==> src/rtl/tlc_pkg.sv <==
// ---------------------------------------------------------------------------
// tlc_pkg : shared encodings and defaults for the highway/country light controller
// Rev 1.0 : initial release
// ---------------------------------------------------------------------------
`default_nettype none

package tlc_pkg;

  typedef enum logic [2:0] {
    S0 = 3'b000,
    S1 = 3'b001,
    S2 = 3'b010,
    S3 = 3'b011,
    S4 = 3'b100
  } phase_t;

  typedef enum logic [1:0] {
    LAMP_G = 2'b00,
    LAMP_Y = 2'b01,
    LAMP_R = 2'b10
  } lamp_t;

  typedef enum logic [1:0] {
    LOAD    = 2'b00,
    COUNT   = 2'b01,
    EXPIRED = 2'b10,
    FIRED   = 2'b11
  } timer_state_t;

  localparam int DEF_TICK_DIV     = 50_000_000;
  localparam int DEF_DEBOUNCE_CYC = 500_000;
  localparam int DEF_DWELL_S0     = 10;
  localparam int DEF_DWELL_S1     = 3;
  localparam int DEF_DWELL_S2     = 1;
  localparam int DEF_DWELL_S3     = 5;
  localparam int DEF_DWELL_S4     = 3;
  localparam int DEF_CNT_W        = 6;

  // Greens wait on the side-road sensor; yellows, all-red and illegal phases always advance.
  function automatic logic phase_gate(input logic [2:0] ph, input logic sensor);
    case (ph)
      S0:      phase_gate = sensor;
      S3:      phase_gate = ~sensor;
      default: phase_gate = 1'b1;
    endcase
  endfunction

endpackage

`default_nettype wire

==> src/rtl/tlc_debounce.sv <==
// ---------------------------------------------------------------------------
// tlc_debounce : 2-flop synchroniser plus stability counter for the car sensor
// Rev 1.0 : initial release
// ---------------------------------------------------------------------------
`default_nettype none

module tlc_debounce #(
  parameter int DEBOUNCE_CYC = 500_000
) (
  input  logic clk,
  input  logic rst_n,
  input  logic din,
  output logic dout
);

  localparam int CW = (DEBOUNCE_CYC > 1) ? $clog2(DEBOUNCE_CYC) : 1;
  localparam logic [CW-1:0] CNT_MAX = CW'(DEBOUNCE_CYC - 1);

  logic          meta;
  logic          sync;
  logic [CW-1:0] cnt;

  always_ff @(posedge clk or negedge rst_n) begin
    if (!rst_n) begin
      meta <= 1'b0;
      sync <= 1'b0;
      cnt  <= '0;
      dout <= 1'b0;
    end else begin
      meta <= din;
      sync <= meta;
      // Output follows only after DEBOUNCE_CYC consecutive disagreeing cycles.
      if (sync != dout) begin
        if (cnt == CNT_MAX) begin
          dout <= sync;
          cnt  <= '0;
        end else begin
          cnt <= cnt + 1'b1;
        end
      end else begin
        cnt <= '0;
      end
    end
  end

endmodule

`default_nettype wire

==> src/rtl/tlc_phase_timer.sv <==
// ---------------------------------------------------------------------------
// tlc_phase_timer : 1 s prescaler, phase dwell timer and step pulse generator
// Rev 1.0 : initial release
// ---------------------------------------------------------------------------
`default_nettype none

module tlc_phase_timer
  import tlc_pkg::*;
#(
  parameter int TICK_DIV     = DEF_TICK_DIV,
  parameter int DEBOUNCE_CYC = DEF_DEBOUNCE_CYC,
  parameter int DWELL_S0     = DEF_DWELL_S0,
  parameter int DWELL_S1     = DEF_DWELL_S1,
  parameter int DWELL_S2     = DEF_DWELL_S2,
  parameter int DWELL_S3     = DEF_DWELL_S3,
  parameter int DWELL_S4     = DEF_DWELL_S4,
  parameter int CNT_W        = DEF_CNT_W
) (
  input  logic             CLOCK_50,
  input  logic             KEY0,
  input  logic             sensor_raw,
  input  logic [2:0]       ctl_state,
  output logic             step,
  output logic             sensor_db,
  output logic [CNT_W-1:0] secs_left,
  output logic             tick
);

  localparam int PRESC_W = (TICK_DIV > 1) ? $clog2(TICK_DIV) : 1;
  localparam logic [PRESC_W-1:0] PRESC_MAX = PRESC_W'(TICK_DIV - 1);

  timer_state_t       state, state_nx;
  logic [2:0]         prev_state, prev_nx;
  logic [CNT_W-1:0]   secs_nx;
  logic [PRESC_W-1:0] presc, presc_nx;
  logic               tick_nx;
  logic               step_nx;
  logic               phase_chg;

  function automatic logic [CNT_W-1:0] dwell_of(input logic [2:0] ph);
    case (ph)
      S0:      dwell_of = CNT_W'(DWELL_S0);
      S1:      dwell_of = CNT_W'(DWELL_S1);
      S2:      dwell_of = CNT_W'(DWELL_S2);
      S3:      dwell_of = CNT_W'(DWELL_S3);
      S4:      dwell_of = CNT_W'(DWELL_S4);
      default: dwell_of = CNT_W'(1);
    endcase
  endfunction

  tlc_debounce #(
    .DEBOUNCE_CYC (DEBOUNCE_CYC)
  ) u_debounce (
    .clk   (CLOCK_50),
    .rst_n (KEY0),
    .din   (sensor_raw),
    .dout  (sensor_db)
  );

  // KEY0 is expected to be released synchronously to CLOCK_50 by the board reset logic.
  always_ff @(posedge CLOCK_50 or negedge KEY0) begin
    if (!KEY0) begin
      state      <= LOAD;
      prev_state <= 3'b000;
      secs_left  <= CNT_W'(DWELL_S0);
      presc      <= '0;
      tick       <= 1'b0;
      step       <= 1'b0;
    end else begin
      state      <= state_nx;
      prev_state <= prev_nx;
      secs_left  <= secs_nx;
      presc      <= presc_nx;
      tick       <= tick_nx;
      step       <= step_nx;
    end
  end

  always_comb begin
    state_nx  = state;
    prev_nx   = prev_state;
    secs_nx   = secs_left;
    step_nx   = 1'b0;
    phase_chg = (ctl_state != prev_state);

    if (presc == PRESC_MAX) begin
      presc_nx = '0;
      tick_nx  = 1'b1;
    end else begin
      presc_nx = presc + 1'b1;
      tick_nx  = 1'b0;
    end

    // A phase change beats everything, including a coincident tick; zeroing the
    // prescaler here gives the new phase a full first second.
    if (phase_chg) begin
      prev_nx  = ctl_state;
      state_nx = LOAD;
      presc_nx = '0;
      tick_nx  = 1'b0;
    end else begin
      case (state)
        LOAD: begin
          secs_nx  = dwell_of(ctl_state);
          state_nx = COUNT;
        end
        COUNT: begin
          if (secs_left == '0) begin
            state_nx = EXPIRED;
          end else if (tick) begin
            secs_nx = secs_left - 1'b1;
            if (secs_left == CNT_W'(1)) begin
              state_nx = EXPIRED;
            end
          end
        end
        EXPIRED: begin
          if (phase_gate(ctl_state, sensor_db)) begin
            step_nx  = 1'b1;
            state_nx = FIRED;
          end
        end
        FIRED: begin
          secs_nx = '0;
        end
        default: begin
          state_nx = LOAD;
        end
      endcase
    end
  end

endmodule

`default_nettype wire
==> config.mk <==
export PLATFORM = sky130hd
export DESIGN_NAME = tlc_phase_timer
export DESIGN_NICKNAME = d
export VERILOG_FILES = /design/src/rtl/tlc_pkg.sv /design/src/rtl/tlc_debounce.sv /design/src/rtl/tlc_phase_timer.sv
export SDC_FILE = /design/constraint.sdc
export NUM_CORES = 1
export LEC_CHECK = 0
export ABC_AREA = 1
export BUFFER_PORTS_ARGS = -buffer_cell sky130_fd_sc_hd__buf_2
export CAP_MARGIN = 20
export CORE_UTILIZATION = 58
export DETAILED_ROUTE_END_ITERATION = 7
export GPL_TIMING_DRIVEN = 0
export PLACE_DENSITY = 0.88
export SYNTH_ARGS = -nofsm -noshare
export SYNTH_HDL_FRONTEND = slang
export SYNTH_HIERARCHICAL = 1
export SYNTH_SLANG_ARGS = --single-unit
==> constraint.sdc <==
create_clock -name CLOCK_50 -period 1.72 [get_ports CLOCK_50]
set_input_delay 0.172 -clock CLOCK_50 [delete_from_list [all_inputs] [get_ports CLOCK_50]]
set_output_delay 0.172 -clock CLOCK_50 [all_outputs]
set_load 0.01 [all_outputs]
==> run summary, run 1 <==
Max-cap violations = 0
via count of the first global-routing pass = 2,839
area growth from synthesis to final layout = 11.9%
normalized max-slew margin = 62.9%
CTS clock-pin slew for the worst setup and hold paths = 0.07 ns
source of the worst hold timing path = ctl_state[0]
standard cell core area = 5960 µm²
routed wire length per instance = 12.4 µm
setup repair after global routing missed its margin = false
Final Hold Viols = 0
buffer cell driving the clock tree root = clkbuf_8
1st-iter DRT viols = 227
row count = 28
total clock sinks = 61
result of the run = finished, final reports clean
ratio of cells with drive above 1 in the final layout = 16.8%
class of the most critical hold timing path = input port to flip-flop
Post-Syn Nets = 498
Overall Global Routing Usage = 24.7%
Critical Path RT = 2.00 ns
y dimension of the die = 80.9 µm
proportion of register bits with asynchronous set or reset after synthesis = 100%
clock tree from TritonCTS = built
share of the yosys chip area belonging to registers = 42.3%
Worst Path Class, Setup = flip-flop to flip-flop
Mean Syn Cell Area = 7.48 µm²
dominant delay contributor by cell family on the critical path = simple AND/OR/NAND/NOR gates
clock buffers created by TritonCTS = 9
warning count from the yosys run = 6
number of vias per cell = 5.26
Cell Pwr Density = 803 nW/µm²
Fin Clk Skew = 0.0123 ns
startpoint of the worst register-to-register path = presc[0]
overflow left after global routing = 0
Die Footprint = 6550 µm²
total setup violations reported at the end of the flow = 0
leakage power figure = 1.82 nW
number of standard cells after synthesis = 483
antenna violations before repair = 0
drt pass-1 iters = 4
TNS Setup = 0 ns
cell breakdown of the critical path = ha_2 > nand2_2 > nor2_4 > nand2_4 > clkinv_2 > nand2_2 > nor2_4 > nor2_4 > inv_4 > buf_12 > nor2_4
cell area after synthesis = 3610 µm²
number of primary I/O pins = 15
wire length of the first global-routing pass = 12,200 µm
transition time of the tightest slew-check pin = 0.557 ns
final worst path period share = 93.6%
vias after detailed routing = 3,126
largest driver fanout on the critical path = 10
number of pins exceeding their max-slew limit in the final report = 0
most repeated cell in the gate-level netlist after synthesis = nand2_1
reg-to-reg critical path endpoint = presc[17]
pin count of the biggest net entering global routing = 38
fill cell total of the finished layout = 457
number of nets in the layout = 529
Hold Crit Depth = 2
DRC errors left = 0
most frequent CP cell = nor2_4
share of Yosys cell area claimed by the top area cell type = 40.9%
clk buf depth = 2
number of flip-flops and latches in the synthesized netlist = 61
most frequent cells after synthesis = nand2_1, nor2_1, dfrtp_1, inv_1, nand3_1
largest area contributor in the synthesized netlist = dfrtp_1
CTS HTree Levels = 3
Final Routed Wirelength = 7370 µm
post-route antenna net violation count = 0
reg-to-reg setup timing slack = 0.11 ns
Routability Congestion = 0.922
peak per-stage delay on the critical path = 0.41 ns
ys flop type = dfrtp_1
Setup WS post-layout = 0.110 ns
Worst Hold Margin = 0.0820 ns
number of buffer cells added on primary ports = 14
count of distinct cell types in the synthesized netlist = 35
largest cells by area after synthesis = dfrtp_1, nand2_1, nor2_1
placed wire-length estimate = 5420 µm
worst endpoint data arrival time = 1.89 ns
width of the die = 80.9 µm
number of inserted diodes = 0
highest attainable clock frequency = 0.621 GHz
Skew-Pair Late Insertion Delay = 0.35 ns
endpoint class of the critical path = flip-flop
end point of the most critical hold path = prev_state[0]
initial core utilization = 60.6%
maximum vdd drop = 0.578 mV
reg2reg path depth = 11
count of flip-flops with a built-in enable after synthesis = 0
post-layout minimum cycle time = 1.61 ns
pre-CTS WS = 0.0813 ns
category of the worst setup path launch point = flip-flop
WP buf/inv = 3
highest-delay cell along the critical path = dfrtp_1
layout make-up:
cell class	instances	area, µm²	area share, %
buffer	6	41.3	1.02
clock buffer	9	124	3.07
tap	75	93.8	2.32
multi-input combinational	355	1810	44.8
sequential	61	1530	37.9
inverter	61	233	5.76
clock inverter	7	75.1	1.86
timing repair buffer	20	133	3.28
state kept, by name, indices dropped and copies added, names as in the netlist:
signal	flops
presc	26
state	2
u_debounce/dout	1
u_debounce/sync	1
secs_left	6
tick	1
u_debounce/cnt	19
u_debounce/meta	1
prev_state	3
step	1
worst max-delay path by stage:
| stage | cells past startpoint | startpoint | end |
|---|---|---|---|
| 2_1_floorplan | 11 | presc[0] | presc[17] |
| 3_3_place_gp | 11 | presc[0] | presc[17] |
| 3_5_place_dp | 11 | presc[0] | presc[17] |
| 4_1_cts | 11 | presc[0] | presc[17] |
| 5_1_grt | 11 | presc[1] | presc[12] |
| 6_report | 11 | presc[0] | presc[17] |
through the flow:
stage / instances / power [mW] / util [%] / instance area, µm²
after CTS: 591 / 3.26 / 67.4 / 4010
after global placement: 572 / 1.94 / 63.4 / 3770
final: 594 / 3.24 / 67.8 / 4040
after global routing: 594 / 3.38 / 67.8 / 4040
after floorplan: 483 / 1.83 / - / 3610
after detailed placement: 573 / 1.97 / 63.7 / 3790
cells in the final DEF, fill, tap and decap left out, drive strengths merged, types with 7 or more instances in the layout:
| cell | instances |
|---|---|
| nor2 | 122 |
| dfrtp | 59 |
| nand4 | 7 |
| o21ai | 12 |
| xnor2 | 10 |
| clkbuf | 12 |
| nand2 | 127 |
| nand3 | 31 |
| xor2 | 13 |
| buf | 21 |
| inv | 61 |
| ha | 9 |
cells by family after synthesis:
group,count (synthesis),synth area share [%]
compound gates,24,3.67
simple gates,299,37.5
xor+xnor,23,5.79
fa+ha+maj,9,3.12
flops,61,42.3
buf+inv,67,7.59
layer usage:
metal / vias to the layer above / global-route usage, % / wire, µm
met3: 19 / 6.74 / 326
met2: 76 / 40.3 / 3590
li1: 1558 / - / -
met5: - / 0 / 0
met4: 0 / 13.0 / 189
met1: 1473 / 29.6 / 3270
power breakdown:
part | leakage (nW) | total, mW | switching [mW] | internal [mW]
Combinational | 0.890 | 0.415 | 0.261 | 0.154
Sequential | 0.828 | 1.54 | 0.0538 | 1.49
Clock | 0.104 | 1.28 | 0.607 | 0.675
worst register-to-register path: stages, from the launching register on:
cell,delay (ns)
dfrtp_1,0.41
ha_2,0.21
nand2_2,0.10
nor2_4,0.06
nand2_4,0.07
clkinv_2,0.06
nand2_2,0.08
nor2_4,0.05
nor2_4,0.21
inv_4,0.07
buf_12,0.15
nor2_4,0.08
repair_timing:
item,in CTS,in global routing
resized for setup,0,2
buffers inserted,0,3
setup endpoints to repair,0,15
hold endpoints to repair,25,0
hold buffers,2,0
(Power assumes the default switching activity.)
==> run 2, diff against run 1 <==
--- a/config.mk
+++ b/config.mk
@@ -5,7 +5,6 @@
 export SDC_FILE = /design/constraint.sdc
 export NUM_CORES = 1
 export LEC_CHECK = 0
-export ABC_AREA = 1
 export BUFFER_PORTS_ARGS = -buffer_cell sky130_fd_sc_hd__buf_2
 export CAP_MARGIN = 20
 export CORE_UTILIZATION = 58
==> run 2 against run 1 <==
Effect of this change:
- critical path type unchanged
- largest power group unchanged
- critical endpoint is now presc[24]
- the flow now finishes with violations (negative setup slack)
- setup slack got worse by 0.17 ns
- total power rose by 5.4%
- clock skew fell by 0.0028 ns
==> run summary, run 2 <==
reg2reg path depth = 6 (was 11)
number of buffer cells added on primary ports = 11 (was 14)
cell area after synthesis = 3310 µm² (was 3610 µm²)
largest family of logic cells by synthesized area = simple AND/OR/NAND/NOR gates (unchanged)
1st-iter DRT viols = 320 (was 227)
fin cells = 470 (was 594)
pre-CTS WS = -0.246 ns (was 0.0813 ns)
endpoint class of the critical path = flip-flop (unchanged)
buffer cell driving the clock tree root = clkbuf_8 (unchanged)
TNS Setup = -1.03 ns (was 0 ns)
transition time of the tightest slew-check pin = 0.639 ns (was 0.557 ns)
leakage power figure = 1.68 nW (was 1.82 nW)
largest cells by area after synthesis = dfrtp_1, xnor2_1, nor2_1 (was dfrtp_1, nand2_1, nor2_1)
Hold Crit Depth = 2 (unchanged)
count of flip-flops with a built-in enable after synthesis = 0 (unchanged)
area taken by multi-input logic gates = 1820 µm² (was 1810 µm²)
vias after detailed routing = 3,053 (was 3,126)
Worst Path Class, Setup = flip-flop to flip-flop (unchanged)
clock tree from TritonCTS = built (unchanged)
clk buf depth = 2 (unchanged)
peak per-stage delay on the critical path = 0.46 ns (was 0.41 ns)
Critical Path RT = 1.93 ns (was 2.00 ns)
DRC errors left = 0 (unchanged)
fraction of the mapped netlist area in compound gates = 12.2% (was 3.67%)
fraction of the mapped netlist area in adder cells = 3.40% (was 3.12%)
routed wire length per instance = 18.3 µm (was 12.4 µm)
highest-delay cell along the critical path = dfrtp_2 (was dfrtp_1)
standard cell core area = 5510 µm² (was 5960 µm²)
number of primary I/O pins = 15 (unchanged)
area occupied by registers = 1540 µm² (was 1530 µm²)
Setup WS post-layout = -0.0645 ns (was 0.110 ns)
mux share of post-synthesis cell area = 1.25% (was 0%)
antenna violations before repair = 0 (unchanged)
share of the synthesized netlist area taken by xor and xnor gates = 7.67% (was 5.79%)
largest area contributor in the synthesized netlist = dfrtp_1 (unchanged)
highest-count cells in the layout ignoring fill and taps = dfrtp_1, nor2_1, buf_4, nand3_1 (was nand2_1, nor2_1, dfrtp_1, inv_1, nand3_1)
proportion of register bits with asynchronous set or reset after synthesis = 100% (unchanged)
total clock sinks = 61 (unchanged)
wire length of the first global-routing pass = 12,200 µm (about the same)
number of inserted diodes = 0 (unchanged)
maximum vdd drop = 0.727 mV (was 0.578 mV)
Reg with most FFs = presc (unchanged)
Routability Congestion = 0.860 (was 0.922)
via count of the first global-routing pass = 2,624 (was 2,839)
number of standard cells after synthesis = 339 (was 483)
class of the most critical hold timing path = input port to flip-flop (unchanged)
width of the die = 77.6 µm (was 80.9 µm)
Largest register FFs = 26 (unchanged)
setup repair after global routing missed its margin = true (was false)
post-layout minimum cycle time = 1.78 ns (was 1.61 ns)
total setup violations reported at the end of the flow = 27 (was 0)
result of the run = finished with violations (was finished, final reports clean)
post-route antenna net violation count = 0 (unchanged)
Post-Syn Nets = 354 (was 498)
final worst path period share = 104% (was 93.6%)
largest driver fanout on the critical path = 8 (was 10)
number of vias per cell = 6.50 (was 5.26)
most frequent cells after synthesis = dfrtp_1, nor2_1, nand3_1, a21oi_1, nand2_1 (was nand2_1, nor2_1, dfrtp_1, inv_1, nand3_1)
warning count from the yosys run = 6 (unchanged)
Worst Hold Margin = 0.122 ns (was 0.0820 ns)
final cell area excluding filler cells = 4110 µm² (was 4040 µm²)
area growth from synthesis to final layout = 24.1% (was 11.9%)
CTS HTree Levels = 3 (unchanged)
initial core utilization = 60.1% (was 60.6%)
biggest regs = presc (26), u_debounce/cnt (19), secs_left (6) (unchanged)
Mean Syn Cell Area = 9.77 µm² (was 7.48 µm²)
cell breakdown of the critical path = nor4b_1 > nand4_1 > o31ai_4 > buf_6 > buf_8 > a21oi_2 (was ha_2 > nand2_2 > nor2_4 > nand2_4 > clkinv_2 > nand2_2 > nor2_4 > nor2_4 > inv_4 > buf_12 > nor2_4)
pin count of the biggest net entering global routing = 35 (was 38)
share of Yosys cell area claimed by the top area cell type = 44.6% (was 40.9%)
row count = 27 (was 28)
ratio of cells with drive above 1 in the final layout = 28.4% (was 16.8%)
Final Routed Wirelength = 8580 µm (was 7370 µm)
highest attainable clock frequency = 0.560 GHz (was 0.621 GHz)
clock buffers created by TritonCTS = 9 (unchanged)
worst endpoint data arrival time = 2.00 ns (was 1.89 ns)
count of distinct cell types in the synthesized netlist = 50 (was 35)
Fin Clk Skew = 0.00956 ns (was 0.0123 ns)
drt pass-1 iters = 5 (was 4)
Final Hold Viols = 0 (unchanged)
share of the yosys chip area belonging to registers = 46.2% (was 42.3%)
y dimension of the die = 77.6 µm (was 80.9 µm)
fill cell total of the finished layout = 336 (was 457)
most repeated cell in the gate-level netlist after synthesis = dfrtp_1 (was nand2_1)
placed wire-length estimate = 4450 µm (was 5420 µm)
Overall Global Routing Usage = 26.5% (was 24.7%)
# placed instances = 423 (was 573)
number of flip-flops and latches in the synthesized netlist = 61 (unchanged)
normalized max-slew margin = 57.4% (was 62.9%)
number of nets in the layout = 408 (was 529)
Skew-Pair Late Insertion Delay = 0.34 ns (was 0.35 ns)
number of pins exceeding their max-slew limit in the final report = 0 (unchanged)
Cell Pwr Density = 832 nW/µm² (was 803 nW/µm²)
violations in the final reports = negative setup slack
ys flop type = dfrtp_1 (unchanged)
category of the worst setup path launch point = flip-flop (unchanged)
total placed instance area = 3490 µm² (was 3790 µm²)
Die Footprint = 6010 µm² (was 6550 µm²)
CTS clock-pin slew for the worst setup and hold paths = 0.07 ns (about the same)
area fraction in and, or, nand and nor cells after synthesis = 24.8% (was 37.5%)
Max-cap violations = 0 (unchanged)
most common cell after layout, fill and taps aside = dfrtp_1 (was nand2_1)
overflow left after global routing = 0 (unchanged)
run 2: per-stage QoR:
step	power, mW	utilization, %
global placement	2.13	63.1
CTS	3.32	69.3
finish	3.42	74.6
global route	3.57	74.6
floorplan	1.97	-
detailed placement	2.15	63.4
run 2: repair_timing:
item,4_1_cts,5_1_grt
resized for setup,10,46
pin swaps,7,16
hold buffers,2,0
cloned,1,2
endpoints found under the hold margin,28,0
endpoints found under the setup margin,46,53
setup buffers,14,13
run 2: per-layer routing:
layer / vias to the layer above / wire length, µm / track usage (%) / share of wire, %
met5: - / 0 / 0 / 0
met4: 0 / 197 / 11.9 / 2.3
met3: 26 / 581 / 5.41 / 6.8
met2: 209 / 4320 / 42.2 / 50
met1: 1481 / 3490 / 34.9 / 41
li1: 1337 / - / - / -
run 2: kinds of logic after synthesis:
| logic type | Yosys count |
|---|---|
| AND/OR/NAND/NOR | 147 |
| flip-flops | 61 |
| adder cells (fa/ha/maj) | 9 |
| multiplexers | 4 |
| buffers and inverters | 30 |
| AO/OA/AOI/OAI | 59 |
| XOR/XNOR | 29 |
run 2: area by class of cell:
| type | count | share of cell area, % |
|---|---|---|
| plain buffers | 13 | 2.25 |
| clock buffers | 15 | 4.05 |
| clock inverters | 1 | 0.122 |
| inverters | 16 | 1.46 |
| multi-input cells | 248 | 44.3 |
| flip-flops and latches | 61 | 37.5 |
| well taps | 72 | 2.19 |
| repair buffers | 44 | 8.19 |
run 2: where the power goes:
part           switching [mW]  leakage, nW  internal, mW
combinational           0.334        0.780         0.272
clock                   0.533       0.0877         0.602
sequential              0.140        0.809          1.54
run 2: path summary, 6_finish.rpt:
| path | start | to | slack [ns] |
|---|---|---|---|
| min reg2reg | u_debounce/meta | u_debounce/sync | 0.39 |
| min | ctl_state[0] | prev_state[0] | 0.12 |
| max in group asynchronous | KEY0 | secs_left[1] | 0.65 |
| max | presc[18] | presc[24] | -0.06 |
| min in group asynchronous | KEY0 | u_debounce/cnt[9] | 0.39 |
| max reg2reg | presc[18] | presc[24] | -0.06 |
run 2: critical path: cells and delay by family (launching register included):
family / cells / cell delay (ns)
AOI/OAI and AO/OA: 2 / 0.32
buffers and inverters: 2 / 0.28
DFF: 1 / 0.46
and+or+nand+nor: 2 / 0.60
